===== src/rtl/rb_arb_pkg.sv =====
// Shared types and helpers for the ring-buffer write-port arbiter.
// Optional per-requester transfer statistics are enabled by RB_ARB_STATS_EN.
package rb_arb_pkg;

  typedef enum logic {
    IDLE  = 1'b0,
    BURST = 1'b1
  } arb_state_t;

  localparam int STATS_W = 16;
  localparam int MAX_REQ = 16;

  // One-hot to binary index; an all-zero vector maps to index 0.
  function automatic logic [3:0] onehot_to_idx(input logic [MAX_REQ-1:0] oh);
    logic [3:0] idx;
    idx = '0;
    for (int i = 0; i < MAX_REQ; i++) begin
      if (oh[i]) idx = idx | 4'(i);
    end
    return idx;
  endfunction

endpackage


===== src/rtl/ring_buffer_arbiter_rr_pick.sv =====
// Combinational round-robin picker: first set request at or after the
// priority pointer, wrapping modulo N_REQ.
module rr_pick
  import rb_arb_pkg::*;
#(
  parameter  int N_REQ = 4,
  localparam int IDX_W = $clog2(N_REQ)
) (
  input  logic [N_REQ-1:0] req,
  input  logic [IDX_W-1:0] ptr,
  output logic [N_REQ-1:0] grant,
  output logic             valid
);

  function automatic logic [IDX_W-1:0] wrap_add(input logic [IDX_W-1:0] p,
                                                input int unsigned    off);
    logic [IDX_W:0] s;
    s = {1'b0, p} + (IDX_W+1)'(off);
    if (s >= (IDX_W+1)'(N_REQ)) s = s - (IDX_W+1)'(N_REQ);
    return s[IDX_W-1:0];
  endfunction

  logic [IDX_W-1:0] idx;

  // NOTE: every signal written here gets a default first, so no path leaves
  // a value unassigned and no latch is inferred.
  always_comb begin
    grant = '0;
    valid = 1'b0;
    idx   = '0;
    for (int i = 0; i < N_REQ; i++) begin
      idx = wrap_add(ptr, i);
      if (!valid && req[idx]) begin
        grant[idx] = 1'b1;
        valid      = 1'b1;
      end
    end
  end

endmodule


===== src/rtl/ring_buffer_arbiter.sv =====
// Round-robin arbiter sharing one ring-buffer write port among N_REQ producers.
// Define RB_ARB_STATS_EN to add per-requester accepted-transfer counters.
module ring_buffer_arbiter
  import rb_arb_pkg::*;
#(
  parameter int DATA_SIZE = 32,
  parameter int N_REQ     = 4,
  parameter int MAX_BURST = 4
) (
  input  logic                            clk_i,
  input  logic                            rst_i,
  input  logic                            flush_i,
  input  logic [N_REQ-1:0]                req_i,
  output logic [N_REQ-1:0]                ack_o,
  input  logic [N_REQ-1:0][DATA_SIZE-1:0] data_i,
  output logic                            tx_o,
  input  logic                            tx_ack_i,
  output logic [DATA_SIZE-1:0]            data_o,
  output logic [N_REQ-1:0]                grant_o
`ifdef RB_ARB_STATS_EN
  ,
  output logic [N_REQ-1:0][STATS_W-1:0]   xfer_cnt_o
`endif
);

  localparam int IDX_W = $clog2(N_REQ);
  localparam int CNT_W = $clog2(MAX_BURST) + 1;

  arb_state_t       state_q;
  logic [N_REQ-1:0] grant_q;
  logic [IDX_W-1:0] ptr_q;
  logic [CNT_W-1:0] cnt_q;

  logic [N_REQ-1:0] pick_grant;
  logic             pick_valid;
  logic [3:0]       g_raw;
  logic [IDX_W-1:0] g_idx;
  logic [IDX_W-1:0] ptr_next;
  logic             in_burst;
  logic             req_g;
  logic             xfer;
  logic             limit_hit;
  logic             release_burst;

  rr_pick #(.N_REQ(N_REQ)) u_pick (
    .req   (req_i),
    .ptr   (ptr_q),
    .grant (pick_grant),
    .valid (pick_valid)
  );

  assign g_raw    = onehot_to_idx(MAX_REQ'(grant_q));
  assign g_idx    = g_raw[IDX_W-1:0];
  assign in_burst = (state_q == BURST);
  assign req_g    = req_i[g_idx];
  assign ptr_next = (g_idx == IDX_W'(N_REQ - 1)) ? '0 : g_idx + IDX_W'(1);

  // A flush cycle never moves data: ack is suppressed before it reaches a producer.
  assign xfer          = in_burst && req_g && tx_ack_i && !flush_i;
  assign limit_hit     = (MAX_BURST != 0) && (cnt_q == CNT_W'(MAX_BURST - 1));
  assign release_burst = in_burst && (!req_g || (xfer && limit_hit));

  always_comb begin
    tx_o    = 1'b0;
    ack_o   = '0;
    data_o  = '0;
    grant_o = '0;
    if (in_burst) begin
      tx_o    = req_g;
      data_o  = data_i[g_idx];
      grant_o = grant_q;
      ack_o   = grant_q & {N_REQ{tx_ack_i && !flush_i}};
    end
  end

  // NOTE: state registers use non-blocking assignments so every register
  // samples the pre-edge values of the others, independent of statement order.
  always_ff @(posedge clk_i or posedge rst_i) begin
    if (rst_i) begin
      state_q <= IDLE;
      grant_q <= '0;
      ptr_q   <= '0;
      cnt_q   <= '0;
    end else if (flush_i) begin
      state_q <= IDLE;
      grant_q <= '0;
      ptr_q   <= '0;
      cnt_q   <= '0;
    end else begin
      case (state_q)
        IDLE: begin
          if (pick_valid) begin
            grant_q <= pick_grant;
            state_q <= BURST;
          end
        end
        BURST: begin
          if (release_burst) begin
            state_q <= IDLE;
            grant_q <= '0;
            ptr_q   <= ptr_next;
            cnt_q   <= '0;
          end else if (xfer) begin
            cnt_q <= cnt_q + CNT_W'(1);
          end
        end
        default: state_q <= IDLE;
      endcase
    end
  end

`ifdef RB_ARB_STATS_EN
  logic [N_REQ-1:0][STATS_W-1:0] xfer_cnt_q;

  // Counters wrap naturally at 2^STATS_W.
  always_ff @(posedge clk_i or posedge rst_i) begin
    if (rst_i) begin
      xfer_cnt_q <= '0;
    end else if (flush_i) begin
      xfer_cnt_q <= '0;
    end else if (xfer) begin
      xfer_cnt_q[g_idx] <= xfer_cnt_q[g_idx] + STATS_W'(1);
    end
  end

  assign xfer_cnt_o = xfer_cnt_q;
`endif

endmodule


===== config.mk =====
export PLATFORM = sky130hd
export DESIGN_NAME = ring_buffer_arbiter
export DESIGN_NICKNAME = d
export VERILOG_FILES = /design/src/rtl/rb_arb_pkg.sv /design/src/rtl/ring_buffer_arbiter_rr_pick.sv /design/src/rtl/ring_buffer_arbiter.sv
export SDC_FILE = /design/constraint.sdc
export NUM_CORES = 1
export LEC_CHECK = 0
export CAP_MARGIN = 15
export CELL_PAD_IN_SITES_DETAIL_PLACEMENT = 2
export CELL_PAD_IN_SITES_GLOBAL_PLACEMENT = 2
export CORE_MARGIN = 8
export CORE_UTILIZATION = 15
export DETAILED_ROUTE_END_ITERATION = 12
export GPL_ROUTABILITY_DRIVEN = 0
export PLACE_DENSITY = 0.84
export SKIP_LAST_GASP = 1
export SLEW_MARGIN = 20
export SYNTH_ARGS = -nofsm -noshare
export SYNTH_HDL_FRONTEND = slang
export SYNTH_SLANG_ARGS = --single-unit

===== constraint.sdc =====
create_clock -name clk_i -period 3.3 [get_ports clk_i]
set_input_delay 0.66 -clock clk_i [delete_from_list [all_inputs] [get_ports clk_i]]
set_output_delay 0.66 -clock clk_i [all_outputs]
set_load 0.02 [all_outputs]

=== Word-level counts from Yosys, hierarchy flattened ===
Index checks and enable logic that the tools add are counted.
Widths: inputs -> output; s select.

* Reduce and logical (&&, ||, !) cells: 25
* Order comparisons: 13
* Equal/unequal tests: 4
* Add/sub/neg operators: 9
* Bitwise operators: 5
* Muxes and demuxes: 55

{| class="wikitable"
|+ Operators with widths
! kind !! number
|-
| $bmux 32 s2 || 1
|-
| $mux 32 || 2
|-
| $mux 4 || 9
|-
| $mux 2 || 10
|-
| $mux 1 || 18
|-
| $lt 2x3->1 const B || 5
|-
| $logic_and 1x1->1 || 13
|-
| $mux 3 || 4
|-
| $or 4x4->4 || 3
|-
| $bmux 1 s2 || 5
|-
| $ge 3x3->1 const B || 3
|-
| $demux 1 s2 || 4
|-
| $ge 2x1->1 const B || 4
|-
| $pmux 4 s2 || 1
|-
| $sub 2x1->2 const B || 4
|-
| $add 2x2->3 const B || 2
|-
| $reduce_and 2->1 || 3
|-
| $logic_not 1->1 || 5
|-
| $and 4x4->4 || 1
|-
| $reduce_bool 2->1 || 2
|-
| $add 2x1->3 const B || 1
|-
| $add 3x1->3 const B || 1
|-
| $eq 3x2->1 const B || 1
|-
| $ge 2x3->1 const B || 1
|-
| other kinds (8) || 8
|}

* Output and inout port bits: 41
* Flip-flop bits (word level): 10
* Logic and storage cells: 115

=== Longest topological paths before layout ===
Gate-level depths: netlist of run 1.

* Word-level depth: 17
* Gate-level depth with buffers: 9
* Mapped depth without buffers: 7

=== Hierarchy ===
Synthesis of run 1 repeated with hierarchy kept, for this count alone.

* Cell total of the unflattened synthesis: 353
* Area, all modules: 2397.3 µm²

{| class="wikitable"
|+ By module, submodules not included
! module !! times used !! area each (µm²) !! seq. area each (µm²) !! cells an instance
|-
| ring_buffer_arbiter || 1 || 1889.3 || 250.2 || 291
|-
| rr_pick || 1 || 508.0 || 0.0 || 62
|}

=== Worst setup path before layout of run 1 ===
No wires, ideal clock.

* Path type: flip-flop to flip-flop
* From: register ptr_q[0]
* To: register grant_q[1]
* Cell stages (with the launch flop): 10
* Data arrival time: 2308 ps
* Path slack: 871 ps
* Required time: 3179 ps
* Path through: dfrtp_1 > buf_2 > inv_1 > ha_1 > mux4_2 > buf_6 > and2_4 > o211ai_1 > o2111ai_1 > a22o_1

* Word-level cells in the longest chain between the ends: 17
* Elaborated cells on any way between the ends: 65
* Classes of those cells: 7 x add/sub; 12 x order compare; 1 x eq/ne; 31 x mux; 3 x bitwise; 11 x reduce/logical

{| class="wikitable"
|+ Ends and longest elaborated chain
! element !! RTL line !! text
|-
| start, declared || ring_buffer_arbiter.sv:31 || <nowiki>logic [IDX_W-1:0] ptr_q;</nowiki>
|-
| start signal, assigned || ring_buffer_arbiter.sv:101 || <nowiki>ptr_q <= ptr_next;</nowiki>
|-
| branches (longest 17 deep; another with $add 2x1->3) || -- ||
|-
| end signal, assigned || ring_buffer_arbiter.sv:93 || <nowiki>grant_q <= pick_grant;</nowiki>
|-
| end, declared || ring_buffer_arbiter.sv:30 || <nowiki>logic [N_REQ-1:0] grant_q;</nowiki>
|}

Parallel ways; which one is timed is not known. The select of a mux whose other input is x is not followed.
A chain may end at the register's enable or synchronous reset.

=== Worst setup path in the final report of run 1 ===
* From: input req_i[2]
* To: output tx_o

* Word-level cells in the longest chain between the ends: 3

{| class="wikitable"
|+ Ends and longest elaborated chain
! element !! RTL line !! text
|-
| start, declared || ring_buffer_arbiter.sv:13 || <nowiki>input logic [N_REQ-1:0] req_i,</nowiki>
|-
| $bmux 1 s2 || ring_buffer_arbiter.sv:55 || <nowiki>assign req_g = req_i[g_idx];</nowiki>
|-
| $mux 1 (not written as such) || ring_buffer_arbiter.sv:55 ||
|-
| $mux 1 || ring_buffer_arbiter.sv:68 || <nowiki>if (in_burst) begin</nowiki>
|-
| end, declared || ring_buffer_arbiter.sv:16 || <nowiki>output logic tx_o,</nowiki>
|}

Every way passes these cells. The select of a mux whose other input is x is not followed.

==> metrics.txt, run 1 <==
number of fill cells=1676; Seq cells post-synth=10; Fin. Hold Viols=0; Die Wd=137.4 um; LEAKAGE=between 0.0015 and 0.002 uW; EDFF count, synth=0; total track usage=13.60%; RSZ-0062 raised after global routing=false; Worst path slowest cell=clkdlybuf4s50_1; Worst R2R End=grant_q[3]; Post-Place Cells=~690; first-pass GRT wire length=20400 um; Worst Path Required=around 2600 ps; Post-layout nets=roughly 660; Root Buffer=clkbuf_16; reg2reg setup slack=a little over 700 ps; Reg area=about 250 um^2; most numerous cell in the Yosys netlist=nand2_1; Slew HR=between 60% and 70%; crit-path max FO=2; top cell type's share of synthesized area=16.29%; Worst Skew=between 1 and 1.5 ps; WHS=550.6 ps; outcome=finished, final reports clean; antenna-violating nets left=0; async set or reset register ratio after synthesis=100.0%; Setup crit end kind=primary output; initial antenna violation count=0; crit path launch=req_i[2]; die height=around 140 um; number of diodes=0; synthesized area=~2200 um^2; MaxCap Viol Count=0; # Post-CTS Setup Buffers=0; vias in the first global route=3615; Port-buffer cells=about 180; top cells by count, synth=74 x nand2_1, 36 x mux2i_1, 35 x o21ai_0, 33 x nand3_1, 32 x and3_1; worst path cell trace=clkdlybuf4s50_1, or3b_1, a21boi_0, nor2_1, nor2b_1, dlygate4sd2_1; post-synthesis sequential area ratio=11.31%; CTS Sinks=10; DP HPWL=11430 um; H-tree depth=1; syn_nets=482; Worst-Margin Slew=572.3 ps; TritonCTS clock tree=built; overall overflow remaining after global route=0; ys flop type=dfrtp_1; WL per Instance=between 15 and 20 um; f_max=332.3 MHz; min-delay worst type=flip-flop to flip-flop; startpoint type of the worst setup path=primary input; drt drc=0; Clock transition at path regs=about 40 ps; Vias per Instance=~4.6; Row Count=44; fin crit share=91.19%; largest stage delay on the critical path=roughly 470 ps; I/O Pins=roughly 180; Initial DRC Count=93; deepest clock path buffer count=2; largest net degree at the start of global routing=33; Starting Density=about 15%; First-pass DRT Iterations=4; Area Growth Syn to Fin=96.15%; power per cell area=~450 nW/um^2; post-route cell area=between 4000 and 5000 um^2; end of the critical path=tx_o; CP arrival=between 2000 and 2500 ps; post-route insts no fill=695; post-synth top area cell=mux2i_1; overall power=1966 uW; vias=~3200; Peak VDD IR=about 0.00013 V; post-synthesis average cell area=6.564 um^2; # setup viols final=0; Placeable Area=around 14000 um^2; Reg2Reg Depth=7; Multi-input gate area=around 1800 um^2; pins over their slew limit=0; ratio of cells with drive above 1 in the final layout=7.828%; Yosys cell types=37; final WL=~14000 um; die area=between 15000 and 20000 um^2; YS warnings=0; insertion delay to the later sink of the worst-skew pair=around 240 ps; largest cells by area after synthesis=mux2i_1 16%, nand2_1 13%, dfrtp_1 11%, and3_1 9.0%, o21ai_0 7.9%; CP Class=primary input to primary output; worst r2r src=ptr_q[1]; dpl cell area=about 4300 um^2; Period minus WS final=between 3000 and 4000 ps; post-layout util=roughly 30%; Gate Count Post-Synth=about 340; Inserted Clock Buffers=3
-- flip-flops by register name (all words and copies together), names as in the netlist --
register / count
grant_q: 4
in_burst: 1
ptr_q: 2
cnt_q: 3
-- worst max-delay path, delay by kind of cell --
family                 cells  cell delay, ps
AO/OA/AOI/OAI              1             270
buffers and inverters      2             820
AND/OR/NAND/NOR            3             610
-- worst min path at each step --
stage                from    endpoint  slack [ps]  cells past startpoint
4_1_cts          cnt_q[1]    cnt_q[1]         550                      1
3_5_place_dp     cnt_q[2]    cnt_q[2]         520                      1
2_1_floorplan  grant_q[0]  grant_q[0]         480                      1
3_3_place_gp     cnt_q[2]    cnt_q[2]         500                      1
6_report         cnt_q[1]    cnt_q[1]         550                      1
5_1_grt          cnt_q[1]    cnt_q[1]         580                      1
-- layout make-up --
class                      instances  share of cell area [%]
clock buffer                       4                   1.817
inverter                          10                  0.8651
multi-input combinational        288                   41.67
sequential                        10                   5.796
tap                              184                   5.306
timing repair buffer             199                   44.55
-- cells in the final DEF (no fill, tap or decap), drive strengths merged, types with 4 or more instances in the layout --
| master | n |
|---|---|
| clkdlybuf4s50 | 175 |
| nand2 | 74 |
| mux2i | 36 |
| o21ai | 36 |
| nand3 | 33 |
| and3 | 32 |
| buf | 23 |
| and2 | 13 |
| inv | 10 |
| dfrtp | 10 |
| ha | 9 |
| nor3 | 8 |
| o211ai | 8 |
| nor3b | 6 |
| o2111ai | 4 |
| a22o | 4 |
| clkbuf | 4 |
| nor2 | 4 |
-- metal layers --
layer	wire, um	GRT usage [%]
met5	0	0
met4	244	2.716
met3	691	2.261
met2	7253	25.90
met1	5534	15.43
-- stage by stage --
stage / setup slack, ps / TNS [ps]
6_report: 290.8 / 0
3_3_place_gp: 2.303 / 0
2_1_floorplan: 871.1 / 0
4_1_cts: 243.3 / 0
3_5_place_dp: -41.02 / -41.02
5_1_grt: 144.7 / 0
-- cell families (layout without fill, tap and decap cells) --
| group | Yosys count | after routing | synth area share [%] |
|---|---|---|---|
| adder cells (fa/ha/maj) | 9 | 9 | 5.091 |
| AND/OR/NAND/NOR | 180 | 180 | 40.72 |
| AO/OA/AOI/OAI | 59 | 59 | 16.97 |
| multiplexers | 39 | 39 | 18.33 |
| flip-flops | 10 | 10 | 11.31 |
| XOR/XNOR | 1 | 1 | 0.3960 |
| buffers and inverters | 39 | 213 | 7.184 |
-- power by group --
group / switching, uW / internal, uW / total, uW
clock: 55.2 / 162 / 217
combinational: 854 / 714 / 1570
sequential: 36.0 / 145 / 181
-- repair_timing --
item / CTS / global route
resized for setup: 1 / 0
endpoints found under the setup margin: 1 / 0
hold buffers: 0 / 0
No activity file was read; power rests on OpenSTA's default activity.
==> inputs of run 2 (changes only) <==
- PLACE_DENSITY: 0.84 -> not set
- PLACE_DENSITY_LB_ADDON: not set -> 0.1
==> metrics.txt, run 2 (synthesis gave the netlist of run 1 again) <==
CTS Sinks=10 (unchanged); post-layout util=29.99% (about the same); Row Count=44 (unchanged); die height=137.4 um (unchanged); Area Growth Syn to Fin=96.27% (about the same); dpl cell area=4264 um^2 (about the same); post-cts sizing count=1 (unchanged); DP HPWL=11230 um (-1.7%); Largest register FFs=4 (unchanged); Worst Path Required=2640 ps (about the same); combinational share of power=79.9% (about the same); Net Sw Frac=48.03% (about the same); Starting Density=15.28% (unchanged); Clock transition at path regs=40 ps (about the same); TritonCTS clock tree=built; power per cell area=456.0 nW/um^2 (+0.66%); overall power=1980 uW (+0.71%); post-route cell area=4342 um^2 (about the same); Worst-Margin Slew=602.6 ps (+30.29 ps); commonest non-fill, non-tap cell in the layout=clkdlybuf4s50_1; Reg area=251.5 um^2 (unchanged); outcome=finished, final reports clean; H-tree depth=1 (unchanged); # setup viols final=0 (unchanged); vias=3172 (-1.4%); Peak VDD IR=0.0001662 V (+29%); min-delay worst type=flip-flop to flip-flop; die area=18890 um^2 (unchanged); Placeable Area=14480 um^2 (unchanged); clock power share=11.2% (+0.2 points); Largest Register=grant_q; pins over their slew limit=0 (unchanged); Post-Place Cells=688 (-0.43%); Vias per Instance=4.584 (-0.97%); WL per Instance=19.93 um (+0.95%); post-route insts no fill=692 (-0.43%); Root Buffer=clkbuf_16; total track usage=13.87% (+0.27 points); Die Wd=137.4 um (unchanged); deepest clock path buffer count=2 (unchanged); Internal Power=1029 uW (+0.80%); vias in the first global route=3508 (-3.0%); ratio of cells with drive above 1 in the final layout=7.283% (-0.54 points); first-pass GRT wire length=20590 um (+0.91%); Worst Skew=7.475 ps (+6.342 ps); final WL=13790 um (+0.51%); hold_buf cts=0 (unchanged); initial antenna violation count=0 (unchanged); # Post-CTS Setup Buffers=0 (unchanged); Inserted Clock Buffers=3 (unchanged); RSZ-0062 raised after global routing=false; startpoint type of the worst setup path=primary input; overall overflow remaining after global route=0 (unchanged); First-pass DRT Iterations=4 (unchanged); Period minus WS final=3074 ps (+64.49 ps); Setup crit end kind=primary output; Multi-input gate area=1808 um^2 (unchanged); most frequent cells in the layout=175 x clkdlybuf4s50_1, 74 x nand2_1, 36 x mux2i_1; LEAKAGE=0.001769 uW (-0.22%); f_max=325.3 MHz (-2.1%); CP Class=primary input to primary output; drt drc=0 (unchanged); crit-path max FO=2 (unchanged); Post-layout nets=654 (-0.46%); largest net degree at the start of global routing=33 (unchanged); insertion delay to the later sink of the worst-skew pair=240 ps (about the same); number of fill cells=1716 (+2.4%); Port-buffer cells=176 (unchanged); Switch Pwr=950.9 uW (+0.63%); I/O Pins=177 (unchanged); Largest regs=grant_q: 4 flops, cnt_q: 3 flops, ptr_q: 2 flops; Reg power frac=8.9% (-0.3 points); Initial DRC Count=111 (+19%); fin crit share=93.14% (+2.0 points); Slew HR=59.52% (-1.2 points); antenna-violating nets left=0 (unchanged); CP arrival=2410 ps (+60 ps); Fin. Hold Viols=0 (unchanged); number of diodes=0 (unchanged); MaxCap Viol Count=0 (unchanged)
run 2: per-stage QoR:
| stage | setup WS [ps] | hold WS (ps) | TNS [ps] |
|---|---|---|---|
| after detailed placement | -24.33 | 519.3 | -24.33 |
| after CTS | 248.3 | 527.8 | 0 |
| after global placement | 23.57 | 512.6 | 0 |
| final | 226.3 | 522.6 | 0 |
| after floorplan | 871.1 | 479.5 | 0 |
| after global routing | 91.81 | 542.5 | 0 |
run 2: final timing paths:
path / cells past startpoint / start / to / slack, ps
min reg2reg: 1 / cnt_q[2] / cnt_q[2] / 520
min in group asynchronous: 2 / rst_i / ptr_q[1] / 710
max in group asynchronous: 2 / rst_i / grant_q[1] / 2270
max: 6 / req_i[2] / tx_o / 230
max reg2reg: 7 / ptr_q[1] / grant_q[0] / 740
min: 1 / cnt_q[2] / cnt_q[2] / 520
run 2: final cells by class:
type / instances / share of cell area (%)
clock buffer: 4 / 1.816
inverter: 10 / 0.8646
multi-input combinational: 288 / 41.64
sequential: 10 / 5.793
tap: 184 / 5.303
timing repair buffer: 196 / 44.58
run 2: routing by layer:
layer	up-vias	track usage (%)	part of all wire, %
li1	1539	-	-
met1	1512	16.07	40
met2	111	24.98	50
met3	10	3.939	8.3
met4	0	2.293	1.2
met5	-	0	0
run 2: power by group through the flow:
stage                     clock [uW]  sequential, uW  combinational (uW)
after global routing             233             182                1740
after detailed placement           0             179                1620
after global placement             0             178                1590
after floorplan                    0             168                 903
final                            222             176                1580
after CTS                        224             178                1620
run 2: critical path: stages:
cell and delay [ps]:
clkdlybuf4s50_1 470, or3b_1 350, a21boi_0 290, nor2_1 150
nor2b_1 130, dlygate4sd2_1 370
==> inputs of run 3 (changes only) <==
- CORE_ASPECT_RATIO: not set -> 0.6
==> metrics.txt, run 3 (synthesis gave the netlist of run 1 again) <==
Starting Density=15.29% (+0.016 points); setup tns final=0 ps (unchanged); most frequent cells in the layout=175 x clkdlybuf4s50_1, 74 x nand2_1, 36 x mux2i_1; deepest clock path buffer count=2 (unchanged); vias in the first global route=3602 (+2.7%); I/O Pins=177 (unchanged); number of fill cells=1709 (-0.41%); Worst Skew=2.692 ps (-4.782 ps); vias=3217 (+1.4%); insertion delay to the later sink of the worst-skew pair=240 ps (about the same); Slew HR=53.29% (-6.2 points); DP HPWL=11590 um (+3.2%); Row Count=34 (-23%); Port-buffer cells=176 (unchanged); TritonCTS clock tree=built; Area Growth Syn to Fin=95.93%; Initial DRC Count=69 (-38%); RSZ-0062 raised after global routing=false; Reg2Reg Depth=7 (unchanged); Largest Register=grant_q; Hold Path Depth=1 (unchanged); Fin. Hold Viols=0 (unchanged); LEAKAGE=0.001752 uW (-0.98%); Worst Path Required=2640 ps (about the same); Largest regs=grant_q: 4 flops, cnt_q: 3 flops, ptr_q: 2 flops; Root Buffer=clkbuf_16; Die Wd=172.8 um (+26%); first-pass GRT wire length=21480 um (+4.3%); Inserted Clock Buffers=3 (unchanged); min-delay worst type=flip-flop to flip-flop; Clock transition at path regs=40 ps (about the same); dpl cell area=4254 um^2 (-0.23%); reg2reg setup slack=710 ps (-30 ps); CTS Sinks=10 (unchanged); drt drc=0 (unchanged); hold endpoint=cnt_q[2]; Worst R2R End=grant_q[3]; die height=110.1 um (-20%); initial antenna violation count=0 (unchanged); Placeable Area=14460 um^2 (-0.10%); # setup viols final=0 (unchanged); Period minus WS final=3163 ps (+89.44 ps); final WL=14360 um (+4.1%); ratio of cells with drive above 1 in the final layout=6.917% (-0.37 points); commonest non-fill, non-tap cell in the layout=clkdlybuf4s50_1; Worst-Margin Slew=695.3 ps (+92.69 ps); WL per Instance=20.37 um (+2.2%); antenna-violating nets left=0 (unchanged); WHS=523.4 ps (+0.7660 ps); CP arrival=2500 ps (+90 ps); Post-Place Cells=700 (+1.7%); total track usage=14.22% (+0.35 points); CP Class=primary input to primary output; Largest register FFs=4 (unchanged); crit-path max FO=6 (+4); H-tree depth=1 (unchanged); overall power=1991 uW (+0.56%); MaxCap Viol Count=0 (unchanged); post-route cell area=4334 um^2 (-0.17%); pins over their slew limit=0 (unchanged); Post-layout nets=652 (-0.31%); Peak VDD IR=0.0001716 V (+3.3%); fin crit share=95.85% (+2.7 points); power per cell area=459.3 nW/um^2 (+0.74%); die area=19020 um^2 (+0.67%); First-pass DRT Iterations=4 (unchanged); # Post-CTS Setup Buffers=0 (unchanged); startpoint type of the worst setup path=primary input; worst r2r src=ptr_q[0]; post-route insts no fill=705 (+1.9%); largest net degree at the start of global routing=53 (+61%); overall overflow remaining after global route=0 (unchanged); HP Start=cnt_q[2]; f_max=316.1 MHz (-2.8%); Vias per Instance=4.563 (-0.45%); Setup crit end kind=primary output; outcome=finished, final reports clean
[run 3: worst max path at each step]
stage | from | to | slack, ps | cells after the start
global placement | req_i[2] | tx_o | -90 | 6
global route | grant_q[3] | data_o[22] | 7 | 6
finish | req_i[2] | tx_o | 140 | 6
CTS | req_i[2] | tx_o | 140 | 6
floorplan | ptr_q[0] | grant_q[1] | 870 | 9
detailed placement | req_i[2] | tx_o | -140 | 6
[run 3: where the power goes]
part | total, uW | internal, uW | leakage (uW) | switching, uW
logic | 1590 | 708 | 0.00158 | 885
clock network | 226 | 163 | 0.0000382 | 63.2
registers | 172 | 145 | 0.000133 | 27.3
total | 1990 | 1020 | 0.00175 | 975
[run 3: metal layers]
| metal | share of wire (%) | global-route usage [%] | up-vias |
|---|---|---|---|
| met5 | 0 | 0 | - |
| met4 | 0.19 | 1.102 | 0 |
| met3 | 7.5 | 4.626 | 2 |
| met2 | 46 | 24.16 | 98 |
| met1 | 46 | 18.20 | 1584 |
| li1 | - | - | 1533 |
[run 3: layout make-up]
class	count	area, um^2	share of cell area [%]
Multi-Input combinational cell	288	1808	41.71
Clock buffer	4	78.83	1.819
Sequential cell	10	251.5	5.803
Inverter	10	37.54	0.8661
Timing Repair Buffer	194	1908	44.02
Antenna cell	1	2.502	0.05774
Tap cell	198	247.7	5.716
[run 3: repair_timing]
item	CTS	global route
gates resized for setup	1	0
hold buffers	0	0
endpoints found under the setup margin	1	0
[run 3: through the flow]
stage               setup slack, ps  util (%)
floorplan                     871.1         -
global placement             -89.98     29.41
detailed placement           -136.2     29.41
CTS                           138.7     29.95
global route                  6.643     29.95
finish                        136.9     29.97
[run 3: critical path: stages]
cell,delay (ps)
clkdlybuf4s50_1,560
or3b_1,380
a21boi_0,240
nor2_1,170
nor2b_1,140
dlygate4sd2_1,350
